==> config.mk <==
export PLATFORM = sky130hd
export DESIGN_NAME = sram_responder
export DESIGN_NICKNAME = d
export VERILOG_FILES = /design/src/rtl/sram_responder.sv
export SDC_FILE = /design/constraint.sdc
export NUM_CORES = 1
export LEC_CHECK = 0
export ABC_AREA = 0
export CAP_MARGIN = 20
export CORE_MARGIN = 2
export CORE_UTILIZATION = 50
export CTS_CLUSTER_DIAMETER = 200
export CTS_CLUSTER_SIZE = 24
export DETAILED_ROUTE_END_ITERATION = 8
export GPL_TIMING_DRIVEN = 1
export PLACE_DENSITY = 0.83
export SETUP_SLACK_MARGIN = 0.4
export SLEW_MARGIN = 10
export SYNTH_ARGS = -nofsm -noshare
export SYNTH_HDL_FRONTEND = slang
export SYNTH_SLANG_ARGS = --single-unit
==> constraint.sdc <==
create_clock -name clk -period 7.5 [get_ports clk]
set_input_delay 1.5 -clock clk [delete_from_list [all_inputs] [get_ports clk]]
set_output_delay 1.5 -clock clk [all_outputs]
set_load 0.005 [all_outputs]
==> src/rtl/sram_responder.sv <==
`default_nettype none
// ============================================================================
//  Module   : sram_responder
//  Purpose  : MEM-stage responder that splits each 32-bit read/write request
//             into two 16-bit accesses to an external asynchronous SRAM and
//             holds ready low while the transaction is in flight.
//  Options  : SRAM_LAST_READ_BYPASS_EN - repeat reads of the last-read word
//             complete in the request cycle without touching the SRAM.
//  Revision : 1.0 - initial release
// ============================================================================
module sram_responder #(
    parameter int ADDR_BASE     = 1024,
    parameter int SRAM_ADDR_W   = 18,
    parameter int ACCESS_CYCLES = 2
) (
    input  logic                   clk,
    input  logic                   rst,
    input  logic                   mem_read,
    input  logic                   mem_write,
    input  logic [31:0]            address,
    input  logic [31:0]            data,
    output logic [31:0]            mem_result,
    output logic                   ready,
    output logic [SRAM_ADDR_W-1:0] sram_addr,
    output logic [15:0]            sram_dq_out,
    input  logic [15:0]            sram_dq_in,
    output logic                   sram_dq_oe,
    output logic                   sram_we_n,
    output logic                   sram_oe_n,
    output logic                   sram_ce_n
);

    localparam int CNT_W = (ACCESS_CYCLES > 2) ? $clog2(ACCESS_CYCLES) : 1;
    localparam int IDX_W = SRAM_ADDR_W - 1;
    localparam logic [CNT_W-1:0] c_cnt_last = CNT_W'(ACCESS_CYCLES - 1);

    typedef enum logic [1:0] {
        S_IDLE = 2'd0,
        S_LOW  = 2'd1,
        S_HIGH = 2'd2,
        S_DONE = 2'd3
    } state_t;

    state_t           r_state;
    state_t           w_state_next;
    logic [CNT_W-1:0] r_cnt;
    logic [CNT_W-1:0] w_cnt_next;

    // Transaction latched on the IDLE->LOW edge
    logic             r_is_write;
    logic [IDX_W-1:0] r_index;
    logic [31:0]      r_data;

    logic             w_req;
    logic             w_hit;
    logic [31:0]      w_offset;
    logic [IDX_W-1:0] w_req_index;
    logic             w_unused_offset_bits;

    // What the transaction looks like in the coming cycle (IDLE uses live inputs)
    logic             w_is_write_n;
    logic [IDX_W-1:0] w_index_n;
    logic [31:0]      w_data_n;
    logic             w_phase_n;
    logic             w_high_n;

    assign w_req       = mem_read | mem_write;
    assign w_offset    = address - 32'(ADDR_BASE);
    assign w_req_index = w_offset[SRAM_ADDR_W:2];
    // Byte-lane bits and index bits beyond the SRAM are intentionally dropped
    assign w_unused_offset_bits = ^{w_offset[31:SRAM_ADDR_W+1], w_offset[1:0]};

`ifdef SRAM_LAST_READ_BYPASS_EN
    logic [IDX_W-1:0] r_tag_index;
    logic             r_tag_valid;

    // Pure read of the word already held in mem_result
    assign w_hit = (r_state == S_IDLE) && mem_read && !mem_write &&
                   r_tag_valid && (w_req_index == r_tag_index);

    // Track which word mem_result holds; a write to it invalidates the copy
    always_ff @(posedge clk) begin
        if (!rst) begin
            r_tag_valid <= 1'b0;
            r_tag_index <= '0;
        end else if (r_state == S_DONE) begin
            if (!r_is_write) begin
                r_tag_index <= r_index;
                r_tag_valid <= 1'b1;
            end else if (r_index == r_tag_index) begin
                r_tag_valid <= 1'b0;
            end
        end
    end
`else
    assign w_hit = 1'b0;
`endif

    assign ready = !(w_req && (r_state != S_DONE) && !w_hit);

    assign w_is_write_n = (r_state == S_IDLE) ? mem_write   : r_is_write;
    assign w_index_n    = (r_state == S_IDLE) ? w_req_index : r_index;
    assign w_data_n     = (r_state == S_IDLE) ? data        : r_data;
    assign w_phase_n    = (w_state_next == S_LOW) || (w_state_next == S_HIGH);
    assign w_high_n     = (w_state_next == S_HIGH);

    // State and phase counter register
    always_ff @(posedge clk) begin
        if (!rst) begin
            r_state <= S_IDLE;
            r_cnt   <= '0;
        end else begin
            r_state <= w_state_next;
            r_cnt   <= w_cnt_next;
        end
    end

    // Next-state and phase counter sequencing
    always_comb begin
        w_state_next = r_state;
        w_cnt_next   = r_cnt;
        case (r_state)
            S_IDLE: begin
                if (w_req && !w_hit) begin
                    w_state_next = S_LOW;
                    w_cnt_next   = '0;
                end
            end
            S_LOW: begin
                if (r_cnt == c_cnt_last) begin
                    w_state_next = S_HIGH;
                    w_cnt_next   = '0;
                end else begin
                    w_cnt_next = r_cnt + 1'b1;
                end
            end
            S_HIGH: begin
                if (r_cnt == c_cnt_last) begin
                    w_state_next = S_DONE;
                    w_cnt_next   = '0;
                end else begin
                    w_cnt_next = r_cnt + 1'b1;
                end
            end
            default: begin
                w_state_next = S_IDLE;
                w_cnt_next   = '0;
            end
        endcase
    end

    // Capture the request when leaving IDLE; later input changes are ignored
    always_ff @(posedge clk) begin
        if (!rst) begin
            r_is_write <= 1'b0;
            r_index    <= '0;
            r_data     <= '0;
        end else if (r_state == S_IDLE && w_state_next == S_LOW) begin
            r_is_write <= mem_write;
            r_index    <= w_req_index;
            r_data     <= data;
        end
    end

    // Registered SRAM pins, computed from the state being entered
    always_ff @(posedge clk) begin
        if (!rst) begin
            sram_addr   <= '0;
            sram_dq_out <= '0;
            sram_dq_oe  <= 1'b0;
            sram_we_n   <= 1'b1;
            sram_oe_n   <= 1'b1;
            sram_ce_n   <= 1'b1;
        end else begin
            sram_ce_n  <= !w_phase_n;
            sram_oe_n  <= !(w_phase_n && !w_is_write_n);
            sram_dq_oe <= w_phase_n && w_is_write_n;
            // Strobe released in the last phase cycle so address/data hold past WE rise
            sram_we_n  <= !(w_phase_n && w_is_write_n && (w_cnt_next != c_cnt_last));
            if (w_phase_n) begin
                sram_addr <= {w_index_n, w_high_n};
                if (w_is_write_n) begin
                    sram_dq_out <= w_high_n ? w_data_n[31:16] : w_data_n[15:0];
                end
            end
        end
    end

    // Read data capture at the end of each halfword phase
    always_ff @(posedge clk) begin
        if (!rst) begin
            mem_result <= '0;
        end else if (!r_is_write && r_cnt == c_cnt_last) begin
            if (r_state == S_LOW) begin
                mem_result[15:0] <= sram_dq_in;
            end else if (r_state == S_HIGH) begin
                mem_result[31:16] <= sram_dq_in;
            end
        end
    end

endmodule
`default_nettype wire

# --- Word level (Yosys, flattened, before mapping) ---
# Index checks and enable logic that the tools add are counted.
totals:
  ff_bits: 123
  input_bits: 84
  output_inout_bits: 71
  word_cells: 52
classes:
  addsub: 2
  eq_ne: 5
  mux: 11
  bitwise_logic: 3
  reduce_logical: 18
ops:
  columns: ["cell", "n"]
  rows:
  - ["32-bit two-way mux", 1]
  - ["19-bit by 11-bit subtractor with 19-bit output, second input constant", 1]
  - ["17-bit two-way mux", 1]
  - ["16-bit two-way mux", 1]
  - ["1-bit logical AND", 6]
  - ["1-bit logical NOT", 6]
  - ["2-bit two-way mux", 3]
  - ["2-bit case mux with 3 select lines", 1]
  - ["2-bit by 1-bit equality test with 1-bit output, second input constant", 2]
  - ["2-bit equality test, second input constant", 2]
  - ["2-bit AND reduction", 2]
  - ["1-bit two-way mux", 3]
  - ["3-bit AND reduction", 1]
  - ["2-bit logical NOT", 1]
  - ["2-bit inequality test, second input constant", 1]
  - ["1-bit inverter", 2]
  - ["1-bit case mux with 2 select lines", 1]
  - ["2-bit OR reduction", 1]
  - ["1-bit adder, second input constant", 1]
  - ["1-bit logical OR", 1]
  - ["1-bit OR", 1]

# --- Logic depth before layout (Yosys ltp) ---
# Gate-level depths: netlist of run 1.
depth:
  word_depth: 8
  mapped_depth: 14
  mapped_depth_nobuf: 10

# --- Least setup slack after synthesis of run 1 ---
# No wires, ideal clock.
synth_path:
  path_type: "input -> register"
  startpoint: "input port mem_write"
  endpoint: "register sram_dq_out[10]"
  setup_ns: 0.122
  arrival_time_ns: 3.232
  required_time_ns: 7.378
  slack_ns: 4.146
  cell_stages: 10
  n_path_buf: 2
  path_cell_list: "nor2_1 a311oi_1 or2_2 inv_1 ha_1 buf_2 clkbuf_1 mux4_2 nand2_1 a21boi_0"
synth_via:
  elab_chain_len: 6
  word_cells_on_any_way: 9
  cone_classes: "2 x eq/ne; 4 x mux; 1 x bitwise; 2 x reduce/logical"
synth_lines:
  columns: ["item", "line", "rtl"]
  rows:
  - ["start: declaration", "19", "input logic mem_write,"]
  - ["1-bit OR *", "67", "assign w_req = mem_read | mem_write;"]
  - ["2-bit two-way mux *", "124", "if (w_req && !w_hit) begin"]
  - ["2-bit case mux with 3 select lines *", "122", "case (r_state)"]
  - ["via w_state_next[1]", "45", "state_t w_state_next;"]
  - ["2-bit equality test *", "105", "assign w_high_n = (w_state_next == S_HIGH);"]
  - ["via w_high_n", "65", "logic w_high_n;"]
  - ["1-bit logical OR", "104", "assign w_phase_n = (w_state_next == S_LOW) || (w_state_next == S_HIGH);"]
  - ["2-bit AND reduction (no line)", null, null]
  - ["end signal: assignment", "183", "sram_dq_out <= w_high_n ? w_data_n[31:16] : w_data_n[15:0];"]
  - ["end: declaration", "25", "output logic [15:0] sram_dq_out,"]
# Mark *: on every way through the listed nets, which the timed path passes. The rest lies on a longest branch.
# A chain may end at the register's enable or synchronous reset.

# --- Worst setup path in the final report of run 1 ---
layout_path:
  startpoint: "input port mem_write"
  endpoint: "output port ready"
layout_via:
  elab_chain_len: 3
layout_lines:
  columns: ["item", "line", "rtl"]
  rows:
  - ["1-bit OR", "67", null]
  - ["1-bit logical AND", "99", "assign ready = !(w_req && (r_state != S_DONE) && !w_hit);"]
  - ["1-bit logical NOT", "99", null]
  - ["end: declaration", "23", "output logic ready,"]
# No other way between the ends.

==> results of run 1 <==
## power groups by stage
stage	Combinational, uW	Clock, uW	Sequential, uW
after detailed placement	730	0	877
after CTS	740	842	866
after floorplan	471	0	868
after global routing	810	866	882
final	733	831	867
after global placement	704	0	868
## flip-flops by register name, indices dropped and copies added, names as in the netlist, 2 cells and up
signal / flops
mem_result: 32
r_data: 32
sram_addr: 18
r_index: 17
sram_dq_out: 16
r_state: 2
## path summary, 6_finish.rpt
path                                                  start                     endpoint  slack [ps]  cells after the start
worst max-delay path                              mem_write                        ready        3110                      4
worst min-delay path            mem_result[10]$_SDFFE_PN0P_  mem_result[10]$_SDFFE_PN0P_         460                      2
worst min register to register  mem_result[10]$_SDFFE_PN0P_  mem_result[10]$_SDFFE_PN0P_         460                      2
worst max register to register        r_state[0]$_SDFF_PN0_  sram_dq_out[3]$_SDFFE_PN0P_        4200                     10
## through the flow
step,total power (uW),worst slack [ps],area [um2],util [%]
2_1_floorplan,1339,4146,5404,-
3_3_place_gp,1572,2996,6799,65.27
3_5_place_dp,1607,3146,6807,65.35
4_1_cts,2448,3101,7413,71.17
5_1_grt,2558,3045,7413,71.17
6_report,2430,3115,7413,71.17
## placed cells by master, fill, tap and decap left out, drive strengths merged, types with 4 or more instances in the layout
| cell type | instances |
|---|---|
| a21oi | 8 |
| or2 | 4 |
| ha | 8 |
| mux2i | 10 |
| and2 | 10 |
| a21boi | 92 |
| buf | 6 |
| dfxtp | 123 |
| clkinv | 5 |
| xnor2 | 6 |
| clkdlybuf4s50 | 138 |
| nor3 | 5 |
| o21ai | 17 |
| inv | 6 |
| nor3b | 5 |
| clkbuf | 20 |
| o211a | 5 |
| bufinv | 4 |
| nand2b | 4 |
| nor2b | 7 |
| nor2 | 13 |
| mux4 | 16 |
| nand2 | 201 |
## kinds of logic (layout without fill, tap and decap cells)
family / after synthesis / count (layout)
XOR/XNOR: 6 / 6
multiplexers: 26 / 26
AO/OA/AOI/OAI: 137 / 137
adder cells (fa/ha/maj): 8 / 8
AND/OR/NAND/NOR: 258 / 258
flip-flops: 123 / 123
buffers and inverters: 51 / 182
## metal layers
layer | vias up | routed length, um
met5 | - | 0
met4 | 0 | 206
met3 | 20 | 800
met2 | 152 | 6450
met1 | 2199 | 5592
li1 | 2289 | -
## worst min-delay path: cells and delay by family, from the launching register on
kind	cells	cell delay, ps
AOI/OAI and AO/OA	1	60
DFF	1	310
and+or+nand+nor	1	40
## final cells by class
class                      instances  area [um2]
inverter                           6       22.52
tap                              136       170.2
multi-input combinational        435        2728
timing repair buffer             144        1424
fill                             786        3003
clock inverter                    12       171.4
sequential                       123        2462
clock buffer                      20       435.4
==> results_dict.tcl, run 1 <==
set metrics [dict create \
    met2_usage_pct 38.32 \
    crit_path_end_kind "output port" \
    p_per_area_mw_per_mm2 327.8 \
    synth_top_area_share_pct 45.57 \
    p_clk_share_pct 34.2 \
    grt-busiest-layer "met2" \
    clkTransAtPathRegs_ps 60 \
    synth_flop_cell "dfxtp_1" \
    p_leak_uw 0.002749 \
    grt_pass1_vias 4455 \
    p_switching_uw 741.1 \
    cp.arrival_ps 2890 \
    cts.repair.resized 0 \
    die-height_um 108.0 \
    dp_cells 844 \
    grt_max_degree 127 \
    ios 155 \
    synthAdderAreaFrac_pct 1.852 \
    setup_viol 0 \
    num_rows 37 \
    synthTopCellsByCount "nand2_1 (201), dfxtp_1 (123), a21boi_0 (91)" \
    finClkSkew_ps 12.27 \
    clkLatencyLatePin_ps 520 \
    synth_edf_count 0 \
    synth-seq-cells 123 \
    start_util_pct 51.88 \
    root_buffer "clkbuf_8" \
    start_kind "input pin" \
    drc_errors 0 \
    crit_family "buffers and inverters" \
    layout_min_cycle_time_ps 4385 \
    route.detailed.vias_per_inst 5.320 \
    fin_cells 876 \
    p_sw_share_pct 30.49 \
    required_ps 6000 \
    hold_viol 0 \
    synth-xor-area-share_pct 0.9724 \
    rsz0062_at_grt "no" \
    post_cts_buffers 0 \
    tightest_slew_ps 1052 \
    layout-drive-gt1-share_pct 8.243 \
    irDropWorstVdd_v 0.0001906 \
    track_usage_pct 22.67 \
    status "finished clean" \
    hold_buffers 0 \
    grt_pass1_wl_mm 20.71 \
    ant_nets 0 \
    cts_num_sinks 123 \
    power.internal_uw 1689 \
    path_class "input pin to output port" \
    seq_power_share_pct 35.7 \
    crit_slowest_cell "clkdlybuf4s50_1" \
    htreeDepth 4 \
    yosysMostFrequentCell "nand2_1" \
    synthSimpleGateAreaFrac_pct 20.82 \
    crit_top_cell "clkdlybuf4s50_1" \
    fin_nets 819 \
    synth_mux_area_share_pct 8.520 \
    fp.coreArea_mm2 0.01042 \
    pwr-share-comb_pct 30.2 \
    overflow 0 \
    syn_area_per_cell_um2 8.873 \
    min_path_type "register to register" \
    drv_cap 0 \
    cts_tree "done" \
    die-area_mm2 0.01166 \
    dp_hpwl_mm 8.525 \
    syn_inst 609 \
    tns_ps 0 \
    worstPathMaxFanout 4 \
    finalMaxSlewViolations 0 \
    synth_async_sr_flop_share_pct 0 \
    synth_fp_nets 701 \
    synth_cell_type_count 38 \
    antenna_found_initial 0 \
    slowest_delay_ps 510 \
    finalCritPeriodShare_pct 58.47 \
    gp_congestion 0.8043 \
    die_w_um 108.0 \
    n_antenna_cell 0 \
    num_vias 4660 \
    synth_top_family_by_area "simple AND/OR/NAND/NOR gates" \
    use_met3_pct 6.269 \
    fmax_mhz 228.0 \
    grtUsageMet1_pct 27.19 \
    syn_area_mm2 0.005404 \
    crit_buf_inv 2 \
    routed_wl_mm 13.05 \
    ys_seq_area_share_pct 45.57 \
    wl_per_cell_um 14.90 \
    cts_buffer_depth 2 \
    yosys.area.top_type "dfxtp_1" \
    synth_area_leaders "dfxtp_1 (46%), nand2_1 (14%), a21boi_0 (13%)" \
    cts_buffers 17 \
    yosys_warnings 0 \
    syn2layout_area_growth_pct 37.18 \
    synth-compound-area-share_pct 18.24 \
    relSlewSlack_pct 29.88 \
    port_buffers 139 \
    crit_chain "clkdlybuf4s50_1, nor2_1, or2_2, clkdlybuf4s50_1" \
    drtIter0Drc 215 \
    whs_ps 462.6 \
    dr.pass1.iters 4 \
]
Note: power is estimated with default switching activity, not from simulation.
==> run 2, diff against run 1 <==
--- a/config.mk
+++ b/config.mk
@@ -8,12 +8,12 @@
 export ABC_AREA = 0
 export CAP_MARGIN = 20
 export CORE_MARGIN = 2
-export CORE_UTILIZATION = 50
+export CORE_UTILIZATION = 48
 export CTS_CLUSTER_DIAMETER = 200
 export CTS_CLUSTER_SIZE = 24
 export DETAILED_ROUTE_END_ITERATION = 8
 export GPL_TIMING_DRIVEN = 1
-export PLACE_DENSITY = 0.83
+export PLACE_DENSITY = 0.81
 export SETUP_SLACK_MARGIN = 0.4
 export SLEW_MARGIN = 10
 export SYNTH_ARGS = -nofsm -noshare
==> constraint.sdc (replaced) <==
create_clock -name clk -period 4.2 [get_ports clk]
set_input_delay 0.84 -clock clk [delete_from_list [all_inputs] [get_ports clk]]
set_output_delay 0.84 -clock clk [all_outputs]
set_load 0.005 [all_outputs]
==> run 2 against run 1 <==
  * Via count decreased by 0.52%
  * Total power up 81%
  * Sequential power rose by 79%
  * Final cell count increased by 0.91%
  * Global-route usage down 0.060 points
  * Setup slack lost 2000 ps
  * Critical path depth rose by 5
  * Clock skew decreased by 2.6 ps
  * Highest routed layer unchanged
  * Register-to-register slack worse by 2800 ps
==> results_dict.tcl, run 2 (synthesis gave the netlist of run 1 again) <==
set metrics [dict create \
    htreeDepth 4 \
    fin_nets 823 \
    dp_cells 852 \
    cp.arrival_ps 3380 \
    cts.repair.resized 0 \
    crit_family "simple AND/OR/NAND/NOR gates" \
    rrSetupSlack_ps 1370 \
    grt_max_degree 56 \
    ant_nets 0 \
    ios 155 \
    die-area_mm2 0.01212 \
    r2r_cells 9 \
    drv_cap 0 \
    startpoint "mem_write" \
    routed_wl_mm 13.30 \
    path_class "input pin to register" \
    finalMaxSlewViolations 0 \
    crit_slowest_cell "clkdlybuf4s50_1" \
    status "finished clean" \
    root_buffer "clkbuf_16" \
    drtIter0Drc 237 \
    finClkSkew_ps 9.649 \
    top_regs "mem_result (32), r_data (32), sram_addr (18)" \
    num_rows 38 \
    cts_num_sinks 123 \
    start_kind "input pin" \
    crit_path_end_kind "register" \
    clkLatencyLatePin_ps 400 \
    tightest_slew_ps 650.3 \
    n_antenna_cell 0 \
    p_per_area_mw_per_mm2 588.5 \
    hold_start "mem_result[30]$_SDFFE_PN0P_" \
    fp.coreArea_mm2 0.01094 \
    rsz0062_at_grt "no" \
    dp_hpwl_mm 8.942 \
    gp_congestion 0.8033 \
    post_cts_buffers 0 \
    overflow 0 \
    syn2layout_area_growth_pct 37.95 \
    cts_buffer_depth 2 \
    holdPathEnd "mem_result[30]$_SDFFE_PN0P_" \
    p_leak_uw 0.002773 \
    n_fill_cell 891 \
    die_w_um 110.1 \
    track_usage_pct 22.61 \
    clkTransAtPathRegs_ps 50 \
    grt_pass1_vias 4628 \
    relSlewSlack_pct 56.51 \
    crit_top_cell "or2_2" \
    hold_depth 2 \
    finalCritPeriodShare_pct 72.59 \
    setup_viol 0 \
    fin_cells 884 \
    slowest_delay_ps 450 \
    wl_per_cell_um 15.04 \
    hold_viol 0 \
    tns_ps 0 \
    port_buffers 139 \
    whs_ps 459.3 \
    r2r-end "sram_dq_out[13]$_SDFFE_PN0P_" \
    crit_buf_inv 2 \
    die-height_um 110.1 \
    required_ps 4530 \
    worstPathMaxFanout 41 \
    irDropWorstVdd_v 0.0003198 \
    layout_min_cycle_time_ps 3049 \
    hold_buffers 0 \
    layout-drive-gt1-share_pct 8.602 \
    dr.pass1.iters 4 \
    grt_pass1_wl_mm 21.52 \
    fmax_mhz 328.0 \
    min_path_type "register to register" \
    r2r-start "r_state[0]$_SDFF_PN0_" \
    cts_buffers 17 \
    num_vias 4636 \
    cts_tree "done" \
    drc_errors 0 \
    start_util_pct 49.42 \
    most-common-layout-cells "nand2_1 (201), clkdlybuf4s50_1 (138), dfxtp_1 (123), a21boi_0 (91)" \
    antenna_found_initial 0 \
    crit_chain "clkdlybuf4s50_1, nor2_1, a311oi_1, or2_2, ha_1, buf_4, or2_2, nand2_1, a21boi_0" \
    final_common_cell "nand2_1" \
    route.detailed.vias_per_inst 5.244 \
]
==> run 2: cell count changes in the layout (fill, tap and decap cells not counted) <==
cell	change
clkbuf_8	-2
buf_4	+3
clkbuf_16	+1
clkinv_4	+1
clkinvlp_4	-1
clkbuf_1	+1
buf_6	+1
==> run 2: area by class of cell <==
class | instances | area (um2) | share of cell area, %
Multi-Input combinational cell | 435 | 2728 | 36.59
Sequential cell | 123 | 2462 | 33.03
Timing Repair Buffer | 148 | 1458 | 19.55
Clock buffer | 20 | 436.7 | 5.858
Tap cell | 140 | 175.2 | 2.350
Clock inverter | 12 | 172.7 | 2.316
Inverter | 6 | 22.52 | 0.3021
==> run 2: power by group <==
part           internal [uW]  total [uW]  switching, uW  leakage, uW
sequential              1420        1550            133      0.00101
clock                    990        1510            515     0.000294
combinational            643        1330            689      0.00147
==> run 2: stage by stage <==
stage	utilization [%]	worst slack, ps	total power (uW)	instance area [um2]
CTS	68.17	1165	4419	7455
floorplan	-	1358	2391	5404
finish	68.17	1151	4387	7455
detailed placement	62.60	744.6	2902	6845
global route	68.17	943.6	4642	7455
global placement	62.49	640.6	2832	6834
==> run 2: worst max path at each step <==
stage	end	cells past startpoint	slack (ps)
after floorplan	sram_dq_out[10]$_SDFFE_PN0P_	14	1360
after global placement	sram_dq_out[1]$_SDFFE_PN0P_	8	640
after detailed placement	sram_dq_out[13]$_SDFFE_PN0P_	9	740
after CTS	sram_dq_out[13]$_SDFFE_PN0P_	9	1170
after global routing	sram_dq_out[3]$_SDFFE_PN0P_	9	940
final	sram_dq_out[13]$_SDFFE_PN0P_	9	1150
==> run 2: worst register-to-register path, cell delays in order (launching register included) <==
cell and delay (ps):
dfxtp_1 350, inv_1 120, ha_2 420, a311oi_1 190
or2_2 320, ha_1 300, buf_4 360, or2_2 420
nand2_1 120, a21boi_0 170
==> run 2: layer usage <==
| layer | up-vias | wire, um | GRT usage (%) | part of all wire [%] |
|---|---|---|---|---|
| li1 | 2290 | - | - | - |
| met1 | 2217 | 5695 | 26.12 | 43 |
| met2 | 115 | 6751 | 40.27 | 51 |
| met3 | 14 | 666 | 6.290 | 5.0 |
| met4 | 0 | 185 | 7.500 | 1.4 |
| met5 | - | 0 | 0 | 0 |
==> run 3, diff against run 2 <==
==> constraint.sdc (replaced) <==
create_clock -name clk -period 3.1 [get_ports clk]
set_input_delay 0.62 -clock clk [delete_from_list [all_inputs] [get_ports clk]]
set_output_delay 0.62 -clock clk [all_outputs]
set_load 0.005 [all_outputs]
==> run 3 against run 2 <==
  * Cell area grew 1.9%
  * Clock power increased by 40%
  * Critical path depth down 4
  * Combinational power increased by 47%
  * Worst hold slack worse by 2.5 ps
  * Flip-flop and latch count stayed put
  * Wire length fell by 0.19%
  * Core utilization is 1.3 points higher
  * First-iteration DRC count is 12% lower
  * Die area unchanged
  * Largest cell class unchanged
==> results_dict.tcl, run 3 (synthesis gave the netlist of run 1 again) <==
set metrics [dict create \
    antenna_found_initial 0 \
    crit_path_end_kind "output port" \
    top_regs "mem_result (32), r_data (32), sram_addr (18)" \
    dp_cells 857 \
    post_cts_buffers 0 \
    clkTransAtPathRegs_ps 50 \
    grt_pass1_vias 4633 \
    crit_chain "clkdlybuf4s50_1, nor2_1, buf_4, or2_2, dlygate4sd2_1" \
    fin_nets 828 \
    root_buffer "clkbuf_16" \
    finalMaxSlewViolations 0 \
    crit_buf_inv 3 \
    drc_errors 0 \
    irDropWorstVdd_v 0.0005042 \
    drtIter0Drc 209 \
    fp.coreArea_mm2 0.01094 \
    final_common_cell "nand2_1" \
    rsz0062_at_grt "no" \
    layout_min_cycle_time_ps 2529 \
    route.detailed.vias_per_inst 5.261 \
    cts_tree "done" \
    tightest_slew_ps 613.0 \
    n_antenna_cell 0 \
    min_path_type "register to register" \
    wl_per_cell_um 14.93 \
    dr.pass1.iters 5 \
    crit_family "buffers and inverters" \
    die_w_um 110.1 \
    cts_num_sinks 123 \
    worstPathMaxFanout 3 \
    status "finished clean" \
    start_kind "input pin" \
    drv_cap 0 \
    placed_cell_area_mm2 0.006942 \
    grt_max_degree 50 \
    relSlewSlack_pct 59.13 \
    port_buffers 139 \
    grt_pass1_wl_mm 21.29 \
    htreeDepth 4 \
    whs_ps 456.7 \
    power_uw 6163 \
    layout-drive-gt1-share_pct 9.479 \
    fin_cells 889 \
    die-height_um 110.1 \
    path_class "input pin to output port" \
    cp.arrival_ps 1910 \
    slowest_delay_ps 500 \
    routed_wl_mm 13.27 \
    finalCritPeriodShare_pct 81.57 \
    gp_congestion 0.7529 \
    hold_viol 0 \
    clkLatencyLatePin_ps 400 \
    track_usage_pct 22.46 \
    final_area_mm2 0.007595 \
    dp_hpwl_mm 8.928 \
    tns_ps 0 \
    start_util_pct 49.42 \
    finClkSkew_ps 8.552 \
    die-area_mm2 0.01212 \
    fmax_mhz 395.5 \
    most-common-layout-cells "nand2_1 (201), clkdlybuf4s50_1 (137), dfxtp_1 (123), a21boi_0 (91)" \
    ios 155 \
    setup_viol 0 \
    cts_buffer_depth 2 \
    p_per_area_mw_per_mm2 811.5 \
    syn2layout_area_growth_pct 40.54 \
    cts_buffers 17 \
    ant_nets 0 \
    crit_slowest_cell "clkdlybuf4s50_1" \
    overflow 0 \
    num_vias 4677 \
    num_rows 38 \
    p_leak_uw 0.002828 \
    required_ps 2480 \
]
## run 3: changes by cell type in the layout (fill, tap and decap cells not counted), sizes merged
cell / change
clkinvlp: +2
dlygate4sd2: +1
clkdlybuf4s50: -1
buf: +5
clkinv: -4
clkbuf: +2
## run 3: repair_timing
item                                    4_1_cts  5_1_grt
hold buffers                                  0        0
resized for setup                             2        3
endpoints found under the setup margin        2       28
## run 3: layout make-up
class / count / area, um2
Sequential cell: 123 / 2462
Multi-Input combinational cell: 435 / 2744
Clock inverter: 10 / 163.9
Tap cell: 140 / 175.2
Inverter: 6 / 22.52
Clock buffer: 22 / 474.2
Fill cell: 840 / 3341
Timing Repair Buffer: 153 / 1553
## run 3: worst min-delay path, cell delays in order (launching register included)
cell	delay, ps
dfxtp_1	300
nand2_1	50
a21boi_1	50
## run 3: routing by layer
metal | vias to the layer above | track usage, % | share of wire (%)
met5 | - | 0 | 0
met4 | 0 | 7.232 | 1.2
met3 | 18 | 6.349 | 6.7
met2 | 140 | 39.22 | 50
met1 | 2217 | 26.64 | 42
li1 | 2302 | - | -
## run 3: path summary, 6_finish.rpt
check | start | end | slack, ps | cells past startpoint
max | mem_write | ready | 570 | 5
min | mem_result[30]$_SDFFE_PN0P_ | mem_result[30]$_SDFFE_PN0P_ | 460 | 2
max reg2reg | r_state[1]$_SDFF_PN0_ | sram_dq_out[12]$_SDFFE_PN0P_ | 620 | 11
min reg2reg | mem_result[30]$_SDFFE_PN0P_ | mem_result[30]$_SDFFE_PN0P_ | 460 | 2
## run 3: power breakdown
group	total (uW)	switching (uW)	internal, uW
combinational	1960	956	1000
sequential	2100	178	1920
clock	2110	698	1410
total	6160	1830	4330
## run 3: through the flow
stage | util (%) | setup slack (ps)
finish | 69.45 | 571.5
global route | 69.45 | 419.2
CTS | 69.32 | 456.9
detailed placement | 63.48 | 11.61
global placement | 63.48 | 155.5
floorplan | - | 410.6
